==> config.mk <==
export PLATFORM = sky130hd
export DESIGN_NAME = scan_chain_driver
export DESIGN_NICKNAME = d
export VERILOG_FILES = /design/src/rtl/scan_drv_pkg.sv /design/src/rtl/scan_piso_sipo.sv /design/src/rtl/scan_chain_driver.sv
export SDC_FILE = /design/constraint.sdc
export NUM_CORES = 1
export LEC_CHECK = 0
export BUFFER_PORTS_ARGS = -buffer_cell sky130_fd_sc_hd__buf_4
export CORE_MARGIN = 2
export CORE_UTILIZATION = 54
export DETAILED_ROUTE_END_ITERATION = 16
export PLACE_DENSITY = 0.82
export SLEW_MARGIN = 10
export SYNTH_ARGS = -nofsm -noshare
export SYNTH_HDL_FRONTEND = slang
export SYNTH_SLANG_ARGS = --single-unit
==> constraint.sdc <==
create_clock -name CLK -period 2.15 [get_ports CLK]
set_clock_uncertainty 0.05 [all_clocks]
set_input_delay 0 -clock CLK [delete_from_list [all_inputs] [get_ports CLK]]
set_output_delay 0 -clock CLK [all_outputs]
set_load 0.03 [all_outputs]
==> src/rtl/scan_drv_pkg.sv <==
// Shared types and constants for the scan chain driver and its shift register.
package scan_drv_pkg;

  typedef enum logic [2:0] {
    IDLE    = 3'd0,
    LOAD    = 3'd1,
    CAPTURE = 3'd2,
    UNLOAD  = 3'd3,
    DONE    = 3'd4
  } state_t;

  localparam int CAPTURE_CYCLES = 1;

  function automatic int cnt_width(input int chain_len);
    return $clog2(chain_len + 1);
  endfunction

endpackage

==> src/rtl/scan_piso_sipo.sv <==
// Pattern shifter (parallel load, MSB-first serial out) and response shifter
// (serial in, MSB-first fill) for the scan chain driver.
module scan_piso_sipo #(
  parameter int W = 16
) (
  input  logic         CLK,
  input  logic         RESETB,
  input  logic         load,
  input  logic [W-1:0] par_in,
  input  logic         shift_out,
  output logic         ser_out,
  input  logic         shift_in,
  input  logic         ser_in,
  output logic [W-1:0] par_out
);

  logic [W-1:0] pat_q;

  // Zeros fill behind the pattern, so ser_out idles low once the load is done.
  always_ff @(posedge CLK or negedge RESETB) begin
    if (!RESETB) begin
      pat_q <= '0;
    end else if (load) begin
      pat_q <= par_in;
    end else if (shift_out) begin
      pat_q <= {pat_q[W-2:0], 1'b0};
    end
  end

  always_ff @(posedge CLK or negedge RESETB) begin
    if (!RESETB) begin
      par_out <= '0;
    end else if (shift_in) begin
      par_out <= {par_out[W-2:0], ser_in};
    end
  end

  assign ser_out = pat_q[W-1];

endmodule

==> src/rtl/scan_chain_driver.sv <==
// Loads a pattern into a scan chain, issues one capture clock, unloads the
// response and compares it against the expected vector.
//
// state   | meaning
// IDLE    | waiting for start, chain controls parked low
// LOAD    | shifting pattern into the chain, MSB first
// CAPTURE | one functional clock with sce low
// UNLOAD  | shifting the captured response out of the chain tail
// DONE    | done pulse, response and mismatch valid
module scan_chain_driver
  import scan_drv_pkg::*;
#(
  parameter int CHAIN_LEN = 16
) (
  input  logic                 CLK,
  input  logic                 RESETB,
  input  logic                 start,
  input  logic [CHAIN_LEN-1:0] pattern,
  input  logic [CHAIN_LEN-1:0] expected,
  input  logic                 scan_so,
  output logic                 sce,
  output logic                 scd,
  output logic                 busy,
  output logic                 done,
  output logic [CHAIN_LEN-1:0] response,
  output logic                 mismatch
);

  localparam int CNT_W = cnt_width(CHAIN_LEN);

  state_t               state;
  state_t               state_nx;
  logic [CNT_W-1:0]     cnt;
  logic [CNT_W-1:0]     cnt_nx;
  logic [CHAIN_LEN-1:0] expected_q;
  logic                 cnt_last;
  logic                 cap_last;
  logic                 load_pat;
  logic                 shift_pat;
  logic                 shift_rsp;
  logic                 sce_nx;
  logic                 busy_nx;
  logic                 done_nx;
  logic                 mismatch_nx;

  assign cnt_last = (cnt == CNT_W'(CHAIN_LEN - 1));
  assign cap_last = (cnt == CNT_W'(CAPTURE_CYCLES - 1));

  always_ff @(posedge CLK or negedge RESETB) begin
    if (!RESETB) begin
      state      <= IDLE;
      cnt        <= '0;
      sce        <= 1'b0;
      busy       <= 1'b0;
      done       <= 1'b0;
      mismatch   <= 1'b0;
      expected_q <= '0;
    end else begin
      state    <= state_nx;
      cnt      <= cnt_nx;
      sce      <= sce_nx;
      busy     <= busy_nx;
      done     <= done_nx;
      mismatch <= mismatch_nx;
      if (load_pat) begin
        expected_q <= expected;
      end
    end
  end

  always_comb begin
    state_nx = state;
    cnt_nx   = cnt;
    case (state)
      IDLE: begin
        if (start) begin
          state_nx = LOAD;
          cnt_nx   = '0;
        end
      end
      LOAD: begin
        if (cnt_last) begin
          state_nx = CAPTURE;
          cnt_nx   = '0;
        end else begin
          cnt_nx = cnt + CNT_W'(1);
        end
      end
      CAPTURE: begin
        if (cap_last) begin
          state_nx = UNLOAD;
          cnt_nx   = '0;
        end else begin
          cnt_nx = cnt + CNT_W'(1);
        end
      end
      UNLOAD: begin
        if (cnt_last) begin
          state_nx = DONE;
          cnt_nx   = '0;
        end else begin
          cnt_nx = cnt + CNT_W'(1);
        end
      end
      DONE: begin
        state_nx = IDLE;
        cnt_nx   = '0;
      end
      default: begin
        state_nx = IDLE;
        cnt_nx   = '0;
      end
    endcase
  end

  // Outputs are registered from the next state so they align with it.
  always_comb begin
    load_pat    = (state == IDLE) && start;
    shift_pat   = (state == LOAD);
    shift_rsp   = (state == UNLOAD);
    sce_nx      = (state_nx == LOAD) || (state_nx == UNLOAD);
    busy_nx     = (state_nx == LOAD) || (state_nx == CAPTURE) || (state_nx == UNLOAD);
    done_nx     = (state_nx == DONE);
    mismatch_nx = mismatch;
    // Compare against the response including the bit arriving on this edge.
    if (shift_rsp && cnt_last) begin
      mismatch_nx = ({response[CHAIN_LEN-2:0], scan_so} != expected_q);
    end
  end

  scan_piso_sipo #(
    .W(CHAIN_LEN)
  ) u_shift (
    .CLK      (CLK),
    .RESETB   (RESETB),
    .load     (load_pat),
    .par_in   (pattern),
    .shift_out(shift_pat),
    .ser_out  (scd),
    .shift_in (shift_rsp),
    .ser_in   (scan_so),
    .par_out  (response)
  );

endmodule

==> results of run 1 <==
-- cells by family after synthesis --
group	synth area share
muxes	0.185
DFF	0.542
and+or+nand+nor	0.0808
xor gates and xnor gates	0.0537
buffers and inverters	0.0384
adders and majority gates	0.0181
AOI/OAI and AO/OA	0.0830
-- timing repair --
action	CTS	global route
hold buffers	34	0
endpoints found under the setup margin	0	1
resized for setup	0	1
hold endpoints to repair	93	0
-- layer usage --
layer | global-route usage | wire length (um) | vias to the layer above
li1 | - | - | 941
met1 | 0.287 | 2480 | 944
met2 | 0.343 | 2980 | 38
met3 | 0.0661 | 199 | 5
met4 | 0.0643 | 53 | 0
met5 | 0 | 0 | -
-- area by class of cell --
class / count / area (um2)
Multi-Input combinational cell: 139 / 1170
Clock buffer: 15 / 176
Inverter: 7 / 26.3
Tap cell: 70 / 87.6
Clock inverter: 1 / 5.00
Timing Repair Buffer: 93 / 796
Fill cell: 332 / 1280
Sequential cell: 60 / 1500
-- path summary, 6_finish.rpt --
| check | start | endpoint | slack, ns | depth (start not counted) |
|---|---|---|---|---|
| max | cnt[1]$_DFFE_PN0P_ | busy$_DFF_PN0_ | 0.27 | 8 |
| min | start | cnt[4]$_DFFE_PN0P_ | 0.09 | 5 |
| max reg2reg | cnt[1]$_DFFE_PN0P_ | busy$_DFF_PN0_ | 0.27 | 8 |
| min reg2reg | u_shift.par_out[15]$_DFFE_PN0N_ | u_shift.par_out[15]$_DFFE_PN0N_ | 0.47 | 1 |
| max in group asynchronous | RESETB | u_shift.par_out[9]$_DFFE_PN0N_ | 1.31 | 2 |
| min in group asynchronous | RESETB | state[1]$_DFF_PN0_ | 0.23 | 2 |
-- registers in the layout, indices dropped and copies added (netlist names) --
register and count:
expected_q 16, u_shift.par_out 16, u_shift.pat_q 16, cnt 5, state 3, busy 1, done 1, mismatch 1
sce 1
-- worst reg2reg max path, stage by stage, from the launching register on --
cell	delay, ns
dfrtp_1	0.39
ha_1	0.21
nand3_1	0.11
inv_1	0.07
ha_1	0.17
nand2b_1	0.16
a21boi_1	0.22
o21bai_1	0.09
or2_2	0.30
-- where the power goes --
part / leakage (nW) / total (W) / internal, W / switching, W
Combinational: 0.825 / 0.00201 / 0.00103 / 0.000981
Sequential: 0.720 / 0.00200 / 0.00160 / 0.000402
Clock: 0.0937 / 0.000920 / 0.000513 / 0.000407
Total: 1.64 / 0.00494 / 0.00315 / 0.00179
-- stage by stage --
step	instances	setup slack (ns)	util	hold WS, ns
6_report	385	0.266	0.746	0.0915
5_1_grt	385	0.0635	0.746	0.0912
4_1_cts	385	0.203	0.746	0.0793
3_5_place_dp	335	0.211	0.643	0.0715
3_3_place_gp	335	0.308	0.643	0.0717
2_1_floorplan	216	0.387	-	-0.346
-- synthesized netlist by cell type --
master	n	area, um2
dfrtp_1	60	1500
mux2_2	33	372
nor2_1	21	78.8
xnor2_1	16	140
a21oi_2	14	123
mux2i_1	14	140
inv_1	7	26.3
buf_6	5	56.3
a21oi_1	4	20.0
buf_2	4	20.0
ha_1	4	50.1
nand4_1	4	25.0
nand2_1	3	11.3
a2111oi_0	2	17.5
a221o_1	2	20.0
nand2b_1	2	12.5
nand3_1	2	10.0
nor2b_1	2	12.5
nor4_1	2	12.5
o21ai_0	2	10.0
o21bai_1	2	15.0
a21boi_0	1	7.51
a22o_1	1	8.76
a2bb2oi_1	1	8.76
and2_1	1	6.26
clkbuf_1	1	3.75
nand3b_2	1	11.3
nor3_1	1	5.00
nor4b_1	1	8.76
nor4b_4	1	23.8
or2_2	1	6.26
xor2_1	1	8.76
==> results.md, run 1 <==
* Outcome: finished, final reports clean
* Chip height at 75.7 um
* H-tree depth at 3
* Global route total overflow at 0
* Layout Nets at 350
* Kind of critical path: reg2reg
* Final Cycle Share at 0.876
* Syn Inst Count at 216
* Crit path buffers/inverters at 1
* Share of cells above drive strength 1 at 0.390
* Total power at 0.00494 W
* Std cell rows at 26
* Routability congestion estimate at 0.729
* Yosys warnings at 0
* First drt pass iteration count at 4
* #FFs+latches synth at 60
* CP Max Fanout at 4
* Avg Inst Size Synth at 12.8 um2
* DRT Wirelength at 5710 um
* Crit-path most repeated cell: ha_1
* CTS Buffer Depth at 2
* Syn nets at 256
* Ant diodes at 0
* Die ar. at 0.00572 mm2
* Commonest non-fill, non-tap cells in the layout: 60 x dfrtp_1, 58 x buf_4, 34 x dlygate4sd3_1, 33 x mux2_2, 21 x nor2_1
* Vias/cell at 5.01
* Initial antenna violation count at 0
* Cell Chain, Critical Path: ha_1 -> nand3_1 -> inv_1 -> ha_1 -> nand2b_1 -> a21boi_1 -> o21bai_1 -> or2_2
* HPWL Detailed at 3390 um
* First-pass GRT wire length at 8940 um
* Clk root buf: clkbuf_8
* Setup TNS at 0 ns
* Final hold violation count at 0
* CP max stage cell: dfrtp_1
* CTS buffer count at 9
* Fmax at 0.531 GHz
* Cell area after layout at 0.00376 mm2
* Worst EP arrival at 2.05 ns
* Sequential fraction of the synthesis area at 0.542
* Slew Limit Fails at 0
* Worst Tran Pin Value at 0.753 ns
* Most common cell after layout, fill and taps aside: dfrtp_1
* RSZ-0062 raised after global routing: no
* Die Span X at 75.7 um
* Remaining DRCs at 0
* Starting Density at 0.550
* P&R area growth vs syn at 35.7%
* Max-slew headroom at 0.498
* Largest net degree at the start of global routing at 61
* Wirelength per Cell at 14.8 um
* Max-Cap Viols at 0
* Synth unique cells at 32
* Clock transition at path regs at 0.07 ns
* Placement Cell Area at 0.00324 mm2
* Ports at 57
* Final setup viols at 0
* TritonCTS clock tree: yes
* IR drop worst, VDD at 0.000889 V
* Sinks on Clock Net at 60
* Hold WC Path Type: in2reg
* Mapped Area at 0.00277 mm2
* Core area at 0.00504 mm2
* Pwr Density at 1310 mW/mm2
* CP Launch Type: register
* Routed Antenna Nets at 0
* Port Buffers at 56
* Clk_lat worst skew at 0.32 ns
* Worst Path Required at 2.31 ns
* Slowest stage delay, CP at 0.39 ns
* Final Critical Period at 1.88 ns
* Worst Setup End Kind: register
* Vias in the first global route at 1,834
* Via Count at 1,928
* CP top delay family: simple AND/OR/NAND/NOR gates
* Pleak at 1.64 nW
* Global Route Usage Sum at 0.215
* DRT iter0 DRCs at 166
* Post-CTS Setup Bufs at 0
Note: power is estimated with default switching activity, not from simulation.
==> inputs of run 2 (changes only) <==
--- a/config.mk
+++ b/config.mk
@@ -7,10 +7,11 @@
 export LEC_CHECK = 0
 export BUFFER_PORTS_ARGS = -buffer_cell sky130_fd_sc_hd__buf_4
 export CORE_MARGIN = 2
-export CORE_UTILIZATION = 54
+export CORE_UTILIZATION = 30
 export DETAILED_ROUTE_END_ITERATION = 16
-export PLACE_DENSITY = 0.82
+export PLACE_DENSITY = 0.52
 export SLEW_MARGIN = 10
 export SYNTH_ARGS = -nofsm -noshare
 export SYNTH_HDL_FRONTEND = slang
+export SYNTH_HIERARCHICAL = 1
 export SYNTH_SLANG_ARGS = --single-unit
==> results.md, run 2 <==
* CTS Buffer Depth at 2 (unchanged)
* Worst Hold Slack at 0.0697 ns (was 0.0915 ns)
* # fillers at 902 (was 332)
* Synth top area share at 0.532 (was 0.542)
* Final Core Density at 0.419 (was 0.746)
* Clk root buf: clkbuf_8 (unchanged)
* DRT Wirelength at 5840 um (was 5710 um)
* Hold Startpoint: start (unchanged)
* Core area at 0.00920 mm2 (was 0.00504 mm2)
* Initial antenna violation count at 0 (unchanged)
* Max-Cap Viols at 0 (unchanged)
* Sequential fraction of the synthesis area at 0.532 (was 0.542)
* Final Cycle Share at 0.887 (was 0.876)
* Vias/cell at 4.59 (was 5.01)
* Chip height at 101 um (was 75.7 um)
* Pwr Density at 1250 mW/mm2 (was 1310 mW/mm2)
* First-pass GRT wire length at 9700 um (was 8940 um)
* IR drop worst, VDD at 0.000604 V (was 0.000889 V)
* Leading register cell type out of synthesis: dfrtp_1 (unchanged)
* Layout Nets at 350 (unchanged)
* CP max stage cell: dfrtp_1 (unchanged)
* Async SR Flop Fraction at 1.00 (unchanged)
* Post-CTS Setup Bufs at 0 (unchanged)
* TritonCTS clock tree: yes (unchanged)
* Sinks on Clock Net at 60 (unchanged)
* Setup TNS at 0 ns (unchanged)
* Port Buffers at 56 (unchanged)
* Yosys warnings at 6 (was 0)
* Fmax at 0.524 GHz (was 0.531 GHz)
* Clk_lat worst skew at 0.33 ns (was 0.32 ns)
* Die ar. at 0.0102 mm2 (was 0.00572 mm2)
* Post-route insts no fill at 424 (was 385)
* Worst Setup SP: cnt[1]$_DFFE_PN0P_ (unchanged)
* Slowest stage delay, CP at 0.39 ns (about the same)
* Global Route Usage Sum at 0.123 (was 0.215)
* CP Launch Type: register (unchanged)
* Slew Limit Fails at 0 (unchanged)
* DP Cell Count at 376 (was 335)
* Die Span X at 101 um (was 75.7 um)
* Hold WC Path Type: in2reg (unchanged)
* First drt pass iteration count at 4 (unchanged)
* Crit-path most repeated cell: ha_1 (unchanged)
* Avg Inst Size Synth at 13.2 um2 (was 12.8 um2)
* Most numerous cell in the Yosys netlist: dfrtp_1 (unchanged)
* Syn Inst Count at 214 (was 216)
* Ant diodes at 0 (unchanged)
* Vias in the first global route at 2,021 (was 1,834)
* Pleak at 1.81 nW (was 1.64 nW)
* Via Count at 1,946 (was 1,928)
* R2R depth at 7 (was 8)
* Outcome: finished, final reports clean (unchanged)
* Max-slew headroom at 0.478 (was 0.498)
* Post-synth EDFFs at 0 (unchanged)
* CTS buffer count at 9 (unchanged)
* Worst Path Required at 2.32 ns (was 2.31 ns)
* Commonest non-fill, non-tap cells in the layout: 60 x dfrtp_1, 60 x buf_4, 34 x dlygate4sd3_1, 24 x mux2_2, 20 x nand2_1 (was 60 x dfrtp_1, 58 x buf_4, 34 x dlygate4sd3_1, 33 x mux2_2, 21 x nor2_1)
* Yosys top cell by area: dfrtp_1 (unchanged)
* Final setup viols at 0 (unchanged)
* Combinational share of power at 0.403 (was 0.408)
* Share of cells above drive strength 1 at 0.380 (was 0.390)
* Ports at 57 (unchanged)
* Kind of critical path: reg2reg (unchanged)
* Remaining DRCs at 0 (unchanged)
* Worst Setup End Kind: register (unchanged)
* Worst EP arrival at 2.07 ns (was 2.05 ns)
* Global route total overflow at 0 (unchanged)
* Cell Chain, Critical Path: ha_1 -> and3_1 -> ha_1 -> nand2b_2 -> a21boi_1 -> o21bai_1 -> or2_1 (was ha_1 -> nand3_1 -> inv_1 -> ha_1 -> nand2b_1 -> a21boi_1 -> o21bai_1 -> or2_2)
* Wirelength per Cell at 13.8 um (was 14.8 um)
* DRT iter0 DRCs at 40 (was 166)
* Synth cell count leaders: 60 x dfrtp_1, 24 x mux2_2, 20 x nand2_1, 17 x xor2_1, 15 x mux2i_1 (was 60 x dfrtp_1, 33 x mux2_2, 21 x nor2_1, 16 x xnor2_1)
* Clock network fraction of total power at 0.193 (was 0.186)
* Routability congestion estimate at 0.696 (was 0.729)
* Final hold violation count at 0 (unchanged)
* #FFs+latches synth at 60 (unchanged)
* HPWL Detailed at 3710 um (was 3390 um)
* WHS Path Cells at 5 (unchanged)
* Syn nets at 254 (was 256)
* Clock transition at path regs at 0.06 ns (was 0.07 ns)
* Synth unique cells at 39 (was 32)
* Std cell rows at 35 (was 26)
* Switching part of the total power at 0.354 (was 0.363)
* R2R Path Start: cnt[1]$_DFFE_PN0P_ (unchanged)
* Final Critical Period at 1.91 ns (was 1.88 ns)
* Routed Antenna Nets at 0 (unchanged)
* Internal power at 0.00313 W (was 0.00315 W)
* Starting Density at 0.307 (was 0.550)
* RSZ-0062 raised after global routing: no (unchanged)
* Reg power frac at 0.404 (was 0.406)
* Largest net degree at the start of global routing at 61 (unchanged)
* Biggest regs: expected_q x16, u_shift/par_out x16, u_shift/pat_q x16 (was expected_q x16, u_shift.par_out x16, u_shift.pat_q x16)
* Worst Tran Pin Value at 0.784 ns (was 0.753 ns)
* P&R area growth vs syn at 36.5% (was 35.7%)
* Psw at 0.00171 W (was 0.00179 W)
* Mapped Area at 0.00282 mm2 (was 0.00277 mm2)
* H-tree depth at 3 (unchanged)
* Synth top area cells: dfrtp_1 53%, mux2_2 9.6%, mux2_4 5.3% (was dfrtp_1 54%, mux2_2 13%, mux2i_1 5.1%)
* CP Max Fanout at 4 (unchanged)
## run 2: cell count changes after synthesis, sizes merged, moves of 15 or more
cell / before / now
xnor2: 16 / 0
o21ai: 2 / 17
a21oi: 18 / 1
nor2: 21 / 2
nand2: 3 / 20
xor2: 1 / 17
## run 2: stage by stage
stage	cell area, um2	worst slack (ns)	power, W
after global routing	3850	0.0694	0.00520
after global placement	3340	0.235	0.00385
after detailed placement	3340	0.133	0.00390
final	3850	0.242	0.00484
after floorplan	2820	0.350	0.00341
after CTS	3850	0.114	0.00493
## run 2: logic make-up (layout without fill, tap and decap cells)
group,after synthesis,in the layout,synth area share
compound gates,27,27,0.0673
xor+xnor,17,17,0.0527
fa+ha+maj,4,4,0.0177
buf+inv,15,114,0.0452
flops,60,60,0.532
mux,49,49,0.202
simple gates,42,42,0.0833
## run 2: critical path: cells and delay by family, from the launching register on
| kind | cells | cell delay [ns] |
|---|---|---|
| compound gates | 2 | 0.31 |
| simple gates | 3 | 0.64 |
| flops | 1 | 0.39 |
| fa+ha+maj | 2 | 0.42 |
## run 2: routing by layer
layer	routed length, um	GRT usage	vias to the layer above
met5	0	0	-
met4	58	0.0374	0
met3	280	0.0458	5
met2	2740	0.192	46
met1	2770	0.158	961
li1	-	-	934
## run 2: worst paths after layout
| check | slack, ns | to |
|---|---|---|
| worst min register to register | 0.46 | mismatch$_DFFE_PN0P_ |
| worst min-delay path | 0.07 | cnt[4]$_DFFE_PN0P_ |
| worst max register to register | 0.24 | busy$_DFF_PN0_ |
| max in group asynchronous | 1.29 | u_shift/pat_q[0]$_DFFE_PN0P_ |
| min in group asynchronous | 0.24 | expected_q[4]$_DFFE_PN0P_ |
| worst max-delay path | 0.24 | busy$_DFF_PN0_ |
## run 2: area by class of cell
class	instances	area, um2	area share
Sequential cell	60	1500	0.389
Multi-Input combinational cell	139	1210	0.315
Timing Repair Buffer	95	811	0.210
Tap cell	111	139	0.0360
Clock buffer	11	131	0.0341
Clock inverter	3	40.0	0.0104
Inverter	5	18.8	0.00487
## run 2: power groups by stage
| stage | clock network [W] | registers, W | logic (W) |
|---|---|---|---|
| floorplan | 0 | 0.00212 | 0.00129 |
| global placement | 0 | 0.00196 | 0.00189 |
| detailed placement | 0 | 0.00198 | 0.00192 |
| CTS | 0.000988 | 0.00196 | 0.00198 |
| global route | 0.00102 | 0.00204 | 0.00214 |
| finish | 0.000933 | 0.00195 | 0.00195 |
## run 2: timing repair
item | 4_1_cts | 5_1_grt
hold buffers | 34 | 0
hold endpoints to repair | 93 | 0
endpoints found under the setup margin | 0 | 1
gates resized for setup | 0 | 2
